===== config.mk =====
export PLATFORM = sky130hd
export DESIGN_NAME = ram_arbiter_flat
export DESIGN_NICKNAME = d
export VERILOG_FILES = /design/src/rtl/ram_arbiter_if.sv /design/src/rtl/ram_arbiter.sv /design/src/flat_wrapper.sv
export SDC_FILE = /design/constraint.sdc
export NUM_CORES = 1
export LEC_CHECK = 0
export BUFFER_PORTS_ARGS = -buffer_cell sky130_fd_sc_hd__clkbuf_2
export CORE_MARGIN = 10
export CORE_UTILIZATION = 30
export CTS_BUF_LIST = sky130_fd_sc_hd__clkbuf_8
export CTS_CLUSTER_DIAMETER = 40
export DETAILED_ROUTE_END_ITERATION = 8
export MAX_ROUTING_LAYER = met4
export PLACE_DENSITY = 0.88
export SYNTH_ARGS = -nofsm -noshare
export SYNTH_HDL_FRONTEND = slang
export SYNTH_SLANG_ARGS = --single-unit
export TNS_END_PERCENT = 50

===== constraint.sdc =====
create_clock -name CLK -period 2.5 [get_ports CLK]
set_input_delay 0.5 -clock CLK [delete_from_list [all_inputs] [get_ports CLK]]
set_output_delay 0.5 -clock CLK [all_outputs]
set_load 0.05 [all_outputs]

===== src/rtl/ram_arbiter_if.sv =====
// Master-side request bus for one RAM client of ram_arbiter.
// The master modport is the client's view; the slave modport is the arbiter's view.
interface ram_arbiter_if #(
  parameter int ADDR_WIDTH = 10,
  parameter int DATA_WIDTH = 32
);
  logic                  req;
  logic                  we;
  logic [ADDR_WIDTH-1:0] addr;
  logic [DATA_WIDTH-1:0] wdata;
  logic                  gnt;
  logic                  rvalid;
  logic [DATA_WIDTH-1:0] rdata;

  modport master (
    output req, we, addr, wdata,
    input  gnt, rvalid, rdata
  );

  modport slave (
    input  req, we, addr, wdata,
    output gnt, rvalid, rdata
  );
endinterface


===== src/rtl/ram_arbiter.sv =====
// Two-master arbiter for a single-port synchronous RAM.
// M0 (CPU data port) and M1 (DMA/loader) are granted combinationally in the
// cycle they request. An owner may keep the port for MAX_HOLD consecutive
// grants while the other master waits; ties from idle go to the master that
// was not granted last. Read data returns one cycle after the grant, tagged
// by a registered RVALID.
module ram_arbiter #(
  parameter int ADDR_WIDTH = 10,
  parameter int DATA_WIDTH = 32,
  parameter int MAX_HOLD   = 4
) (
  input  logic                  CLK,
  input  logic                  RESET_N,
  ram_arbiter_if.slave          m0,
  ram_arbiter_if.slave          m1,
  output logic [ADDR_WIDTH-1:0] RAM_ADDR,
  output logic [DATA_WIDTH-1:0] RAM_WRITE_DATA,
  output logic                  RAM_WRITE_ENABLE,
  input  logic [DATA_WIDTH-1:0] RAM_READ_DATA
);

  localparam logic [1:0] OWN_IDLE = 2'd0;
  localparam logic [1:0] OWN_M0   = 2'd1;
  localparam logic [1:0] OWN_M1   = 2'd2;

  localparam logic LAST_M0 = 1'b0;
  localparam logic LAST_M1 = 1'b1;

  localparam logic [3:0] MAX_HOLD_C = 4'(MAX_HOLD);
  localparam logic [3:0] HOLD_SAT   = 4'hF;

  logic [1:0] owner_q, owner_d;
  logic [3:0] hold_cnt_q, hold_cnt_d;
  logic       last_q, last_d;
  logic       m0_rvalid_q, m0_rvalid_d;
  logic       m1_rvalid_q, m1_rvalid_d;

  logic       gnt0, gnt1;
  logic [1:0] gnt_owner;

  // Grant decision: single requester wins, ties resolved by owner hold budget or LAST.
  // NOTE: every output of a combinational block gets a default first, so no
  // path leaves it unassigned and no latch is inferred.
  always_comb begin
    gnt0 = 1'b0;
    gnt1 = 1'b0;
    if (RESET_N) begin
      if (m0.req && !m1.req) begin
        gnt0 = 1'b1;
      end else if (!m0.req && m1.req) begin
        gnt1 = 1'b1;
      end else if (m0.req && m1.req) begin
        case (owner_q)
          OWN_M0: begin
            if (hold_cnt_q < MAX_HOLD_C) gnt0 = 1'b1;
            else                         gnt1 = 1'b1;
          end
          OWN_M1: begin
            if (hold_cnt_q < MAX_HOLD_C) gnt1 = 1'b1;
            else                         gnt0 = 1'b1;
          end
          default: begin
            if (last_q == LAST_M1) gnt0 = 1'b1;
            else                   gnt1 = 1'b1;
          end
        endcase
      end
    end
  end

  // Ownership, hold counter and last-granted bookkeeping.
  always_comb begin
    owner_d    = owner_q;
    hold_cnt_d = hold_cnt_q;
    last_d     = last_q;
    gnt_owner  = gnt1 ? OWN_M1 : OWN_M0;
    if (!m0.req && !m1.req) begin
      owner_d    = OWN_IDLE;
      hold_cnt_d = 4'd0;
    end else if (gnt0 || gnt1) begin
      if (owner_q == gnt_owner) begin
        hold_cnt_d = (hold_cnt_q == HOLD_SAT) ? hold_cnt_q : hold_cnt_q + 4'd1;
      end else begin
        owner_d    = gnt_owner;
        hold_cnt_d = 4'd1;
      end
      last_d = gnt1 ? LAST_M1 : LAST_M0;
    end
  end

  // Read tags: a granted read returns data on the following cycle.
  always_comb begin
    m0_rvalid_d = gnt0 && !m0.we;
    m1_rvalid_d = gnt1 && !m1.we;
  end

  // RAM port mux: granted master's request, all zeros when nobody is granted.
  always_comb begin
    RAM_ADDR         = '0;
    RAM_WRITE_DATA   = '0;
    RAM_WRITE_ENABLE = 1'b0;
    if (gnt0) begin
      RAM_ADDR         = m0.addr;
      RAM_WRITE_DATA   = m0.wdata;
      RAM_WRITE_ENABLE = m0.we;
    end else if (gnt1) begin
      RAM_ADDR         = m1.addr;
      RAM_WRITE_DATA   = m1.wdata;
      RAM_WRITE_ENABLE = m1.we;
    end
  end

  // State registers with synchronous reset; a reset edge also drops a pending read tag.
  // NOTE: sequential state uses non-blocking assignments so every flop samples
  // the pre-edge values regardless of statement order.
  always_ff @(posedge CLK) begin
    if (!RESET_N) begin
      owner_q     <= OWN_IDLE;
      hold_cnt_q  <= 4'd0;
      last_q      <= LAST_M1;
      m0_rvalid_q <= 1'b0;
      m1_rvalid_q <= 1'b0;
    end else begin
      owner_q     <= owner_d;
      hold_cnt_q  <= hold_cnt_d;
      last_q      <= last_d;
      m0_rvalid_q <= m0_rvalid_d;
      m1_rvalid_q <= m1_rvalid_d;
    end
  end

  assign m0.gnt    = gnt0;
  assign m1.gnt    = gnt1;
  assign m0.rvalid = m0_rvalid_q;
  assign m1.rvalid = m1_rvalid_q;
  assign m0.rdata  = RAM_READ_DATA;
  assign m1.rdata  = RAM_READ_DATA;

endmodule

===== src/flat_wrapper.sv =====
// flat-port wrapper written by rule: the top's interface ports become plain ports
module ram_arbiter_flat 
#(
  parameter int ADDR_WIDTH = 10,
  parameter int DATA_WIDTH = 32,
  parameter int MAX_HOLD   = 4
)
  (CLK, RESET_N, RAM_ADDR, RAM_WRITE_DATA, RAM_WRITE_ENABLE, RAM_READ_DATA, m0_req, m0_we, m0_addr, m0_wdata, m0_gnt, m0_rvalid, m0_rdata, m1_req, m1_we, m1_addr, m1_wdata, m1_gnt, m1_rvalid, m1_rdata);
  ram_arbiter_if #(.ADDR_WIDTH(ADDR_WIDTH), .DATA_WIDTH(DATA_WIDTH)) m0_i ();
  ram_arbiter_if #(.ADDR_WIDTH(ADDR_WIDTH), .DATA_WIDTH(DATA_WIDTH)) m1_i ();
  input  logic CLK;
  input  logic RESET_N;
  output logic [ADDR_WIDTH-1:0] RAM_ADDR;
  output logic [DATA_WIDTH-1:0] RAM_WRITE_DATA;
  output logic RAM_WRITE_ENABLE;
  input  logic [DATA_WIDTH-1:0] RAM_READ_DATA;
  input wire logic [$bits(m0_i.req)-1:0] m0_req;
  input wire logic [$bits(m0_i.we)-1:0] m0_we;
  input wire logic [$bits(m0_i.addr)-1:0] m0_addr;
  input wire logic [$bits(m0_i.wdata)-1:0] m0_wdata;
  output wire logic [$bits(m0_i.gnt)-1:0] m0_gnt;
  output wire logic [$bits(m0_i.rvalid)-1:0] m0_rvalid;
  output wire logic [$bits(m0_i.rdata)-1:0] m0_rdata;
  input wire logic [$bits(m1_i.req)-1:0] m1_req;
  input wire logic [$bits(m1_i.we)-1:0] m1_we;
  input wire logic [$bits(m1_i.addr)-1:0] m1_addr;
  input wire logic [$bits(m1_i.wdata)-1:0] m1_wdata;
  output wire logic [$bits(m1_i.gnt)-1:0] m1_gnt;
  output wire logic [$bits(m1_i.rvalid)-1:0] m1_rvalid;
  output wire logic [$bits(m1_i.rdata)-1:0] m1_rdata;
  assign m0_i.req = m0_req;
  assign m0_i.we = m0_we;
  assign m0_i.addr = m0_addr;
  assign m0_i.wdata = m0_wdata;
  assign m0_gnt = m0_i.gnt;
  assign m0_rvalid = m0_i.rvalid;
  assign m0_rdata = m0_i.rdata;
  assign m1_i.req = m1_req;
  assign m1_i.we = m1_we;
  assign m1_i.addr = m1_addr;
  assign m1_i.wdata = m1_wdata;
  assign m1_gnt = m1_i.gnt;
  assign m1_rvalid = m1_i.rvalid;
  assign m1_rdata = m1_i.rdata;
  ram_arbiter #(.ADDR_WIDTH(ADDR_WIDTH), .DATA_WIDTH(DATA_WIDTH), .MAX_HOLD(MAX_HOLD)) u_core (.CLK(CLK), .RESET_N(RESET_N), .m0(m0_i), .m1(m1_i), .RAM_ADDR(RAM_ADDR), .RAM_WRITE_DATA(RAM_WRITE_DATA), .RAM_WRITE_ENABLE(RAM_WRITE_ENABLE), .RAM_READ_DATA(RAM_READ_DATA));
endmodule

==> run metrics <==
GR Overflow Total=0; Leak=1.43 nW; Layout area overhead=106%; pwr dens=~390 nW/um^2; H-tree levels=1; Critical Path RT=2.00 ns; failing checks=setup timing; Synth Flop Type=dfxtp_1; met2 wire len=about 4.4 mm; worst vdd ir=0.213 mV; status=complete, but fails checks; Slew Limit Fails=0; initial core utilization=roughly 31%; first-pass GRT wire length=around 12 mm; Post-DP HPWL=6.32 mm; Synth Net Count=306; post-synthesis cell type count=34; EDFF count, synth=0; DR pass1 iterations=4; Synth Register Bits=9; Final Hold Vio Count=0; worst hold path type=in -> reg; top cell type's share of synthesized area=about a third; TritonCTS clock tree=built; std cell rows=25; Num CTS Buffers=3; count leader, synth=buf_4; critical path class=reg -> out; ANT nets after route=0; final setup fails=6; unrepaired setup endpoints after global routing=true; clk_lat worst skew=approximately 0.23 ns; Worst EP arrival=2.01 ns; hold-fix buffers at CTS=0; core area=4750 um^2; initial antenna violation count=0; RePlAce Congestion=approximately 0.94; most instantiated cells after synthesis=buf_4, a22o_1, dfxtp_1; finished layout cell area=3030 um^2; WL/cell=24.9 um; number of global-route vias before repair=1888; post-route clock period utilization=100%; Post-Synthesis Mean Instance Area=8.14 um^2; initial DRC count=79; Detail Route met3 WL=701 um; die width=90.1 um; Slew HR=approximately three fifths; Port Buffers=136; Max Cap Viol=0; Residual DRC=0; Least-Margin Pin Slew=0.595 ns; Clk pin slew, worst setup/hold paths=approximately 0.050 ns; most area-hungry cell type in the Yosys netlist=buf_4; antenna diode count=0; synth top area cells=buf_4, a22o_1, dfxtp_1; CP Capture Type=output pin; share of post-route cells with drive strength above 1=82.4%; post-layout min period=2.51 ns; crit-path max FO=23; yosys warns=0; critical path launch point type=register; fraction of registers with async set/reset=0%; Max Fclk=399 MHz; full die area=between 8000 and 9000 um^2; Die Y=90.1 um; Max Root-Sink Buffers=2; skew final=0.00386 ns; cells after synthesis=~180; Final nets=about 390; top sig layer=met4; CTS root buf=clkbuf_8; Area after DPL=2520 um^2; setup slack after layout=-0.00839 ns; final WL=~8.2 mm; via count=1771; vias per cell=5.40; Met1 Wirelength=2.74 mm; largest net degree at the start of global routing=26; Synth Cell Area=1470 um^2; sequential area share after synthesis=12.2%; I/O pin count=233; Setup TNS=-0.0139 ns; Sinks on Clock Net=9; overall routing resource usage=18.0%
-- final timing paths --
kind / startpoint / slack [ns] / cells after the start / end
worst min-delay path: m0_we / 0.45 / 2 / u_core.m0.rvalid
worst max register to register: u_core.owner_q[0] / 0.26 / 7 / u_core.hold_cnt_q[3]
worst max-delay path: u_core.owner_q[0] / -0.008 / 8 / RAM_WRITE_DATA[30]
worst min register to register: u_core.last_q / 0.52 / 2 / u_core.last_q
-- where the power goes --
part / internal, mW / switching, mW
Sequential: 0.153 / 0.0112
Combinational: 0.438 / 0.431
Clock: 0.107 / 0.0578
-- layer usage --
layer	vias up	global-route usage (%)
met2	119	33.2
met3	42	5.07
met1	830	17.2
li1	780	-
met4	0	7.69
met5	-	-
-- logic make-up after synthesis --
kind of cell,count (synthesis),share of synthesized area [%]
buffers and inverters,80,38.0
AO/OA/AOI/OAI,65,36.5
adder cells (fa/ha/maj),3,2.55
flip-flops,9,12.2
AND/OR/NAND/NOR,24,10.7
-- metrics by stage --
| step | cells | power, mW | utilization (%) | hold WS (ns) | setup slack [ns] |
|---|---|---|---|---|---|
| after floorplan | 181 | 0.789 | - | 0.464 | -0.00148 |
| after global placement | 315 | 0.900 | 53.1 | 0.474 | 0.0885 |
| after detailed placement | 315 | 0.913 | 53.1 | 0.489 | -0.00232 |
| after CTS | 322 | 1.14 | 58.9 | 0.446 | -0.0297 |
| after global routing | 328 | 1.25 | 63.8 | 0.460 | -0.0632 |
| final | 328 | 1.20 | 63.8 | 0.445 | -0.00839 |
-- area by class of cell --
cell class / instances / area [um^2]
clock buffers: 3 / 41.3
clock inverters: 1 / 3.75
fillers: 331 / 1720
inverters: 5 / 23.8
multi-input cells: 92 / 1080
flip-flops and latches: 9 / 190
well taps: 67 / 83.8
repair buffers: 151 / 1610
-- placed cells by master (no fill, tap or decap), types with 4 or more instances in the layout --
cell type  Yosys  layout
clkbuf_2       0      91
buf_12         0      50
a22o_4         0      25
a22o_2         0      14
dfxtp_1        9       5
nand2_1        4       4
a22o_1        43       4
o22ai_1        4       4
clkbuf_16      0       4
buf_4         65       4
-- what timing repair did --
item | in CTS | in global routing
cloned | 1 | 4
setup endpoints to repair | 45 | 44
pin swaps | 4 | 6
resized for setup | 38 | 24
setup buffers | 3 | 4
-- state kept, by name (all words and copies together) (netlist names) --
| register | flops |
|---|---|
| u_core.hold_cnt_q | 4 |
| u_core.last_q | 1 |
| u_core.m0.rvalid | 1 |
| u_core.m1.rvalid | 1 |
| u_core.owner_q | 2 |
-- critical path, stage by stage, from the launching register on --
cell and delay, ns:
dfxtp_4 0.38, inv_4 0.05, ha_4 0.17, o21a_1 0.14
o31ai_4 0.26, a21oi_4 0.14, buf_12 0.18, a22o_2 0.29
buf_12 0.15
Note: power is estimated with default switching activity, not from simulation.
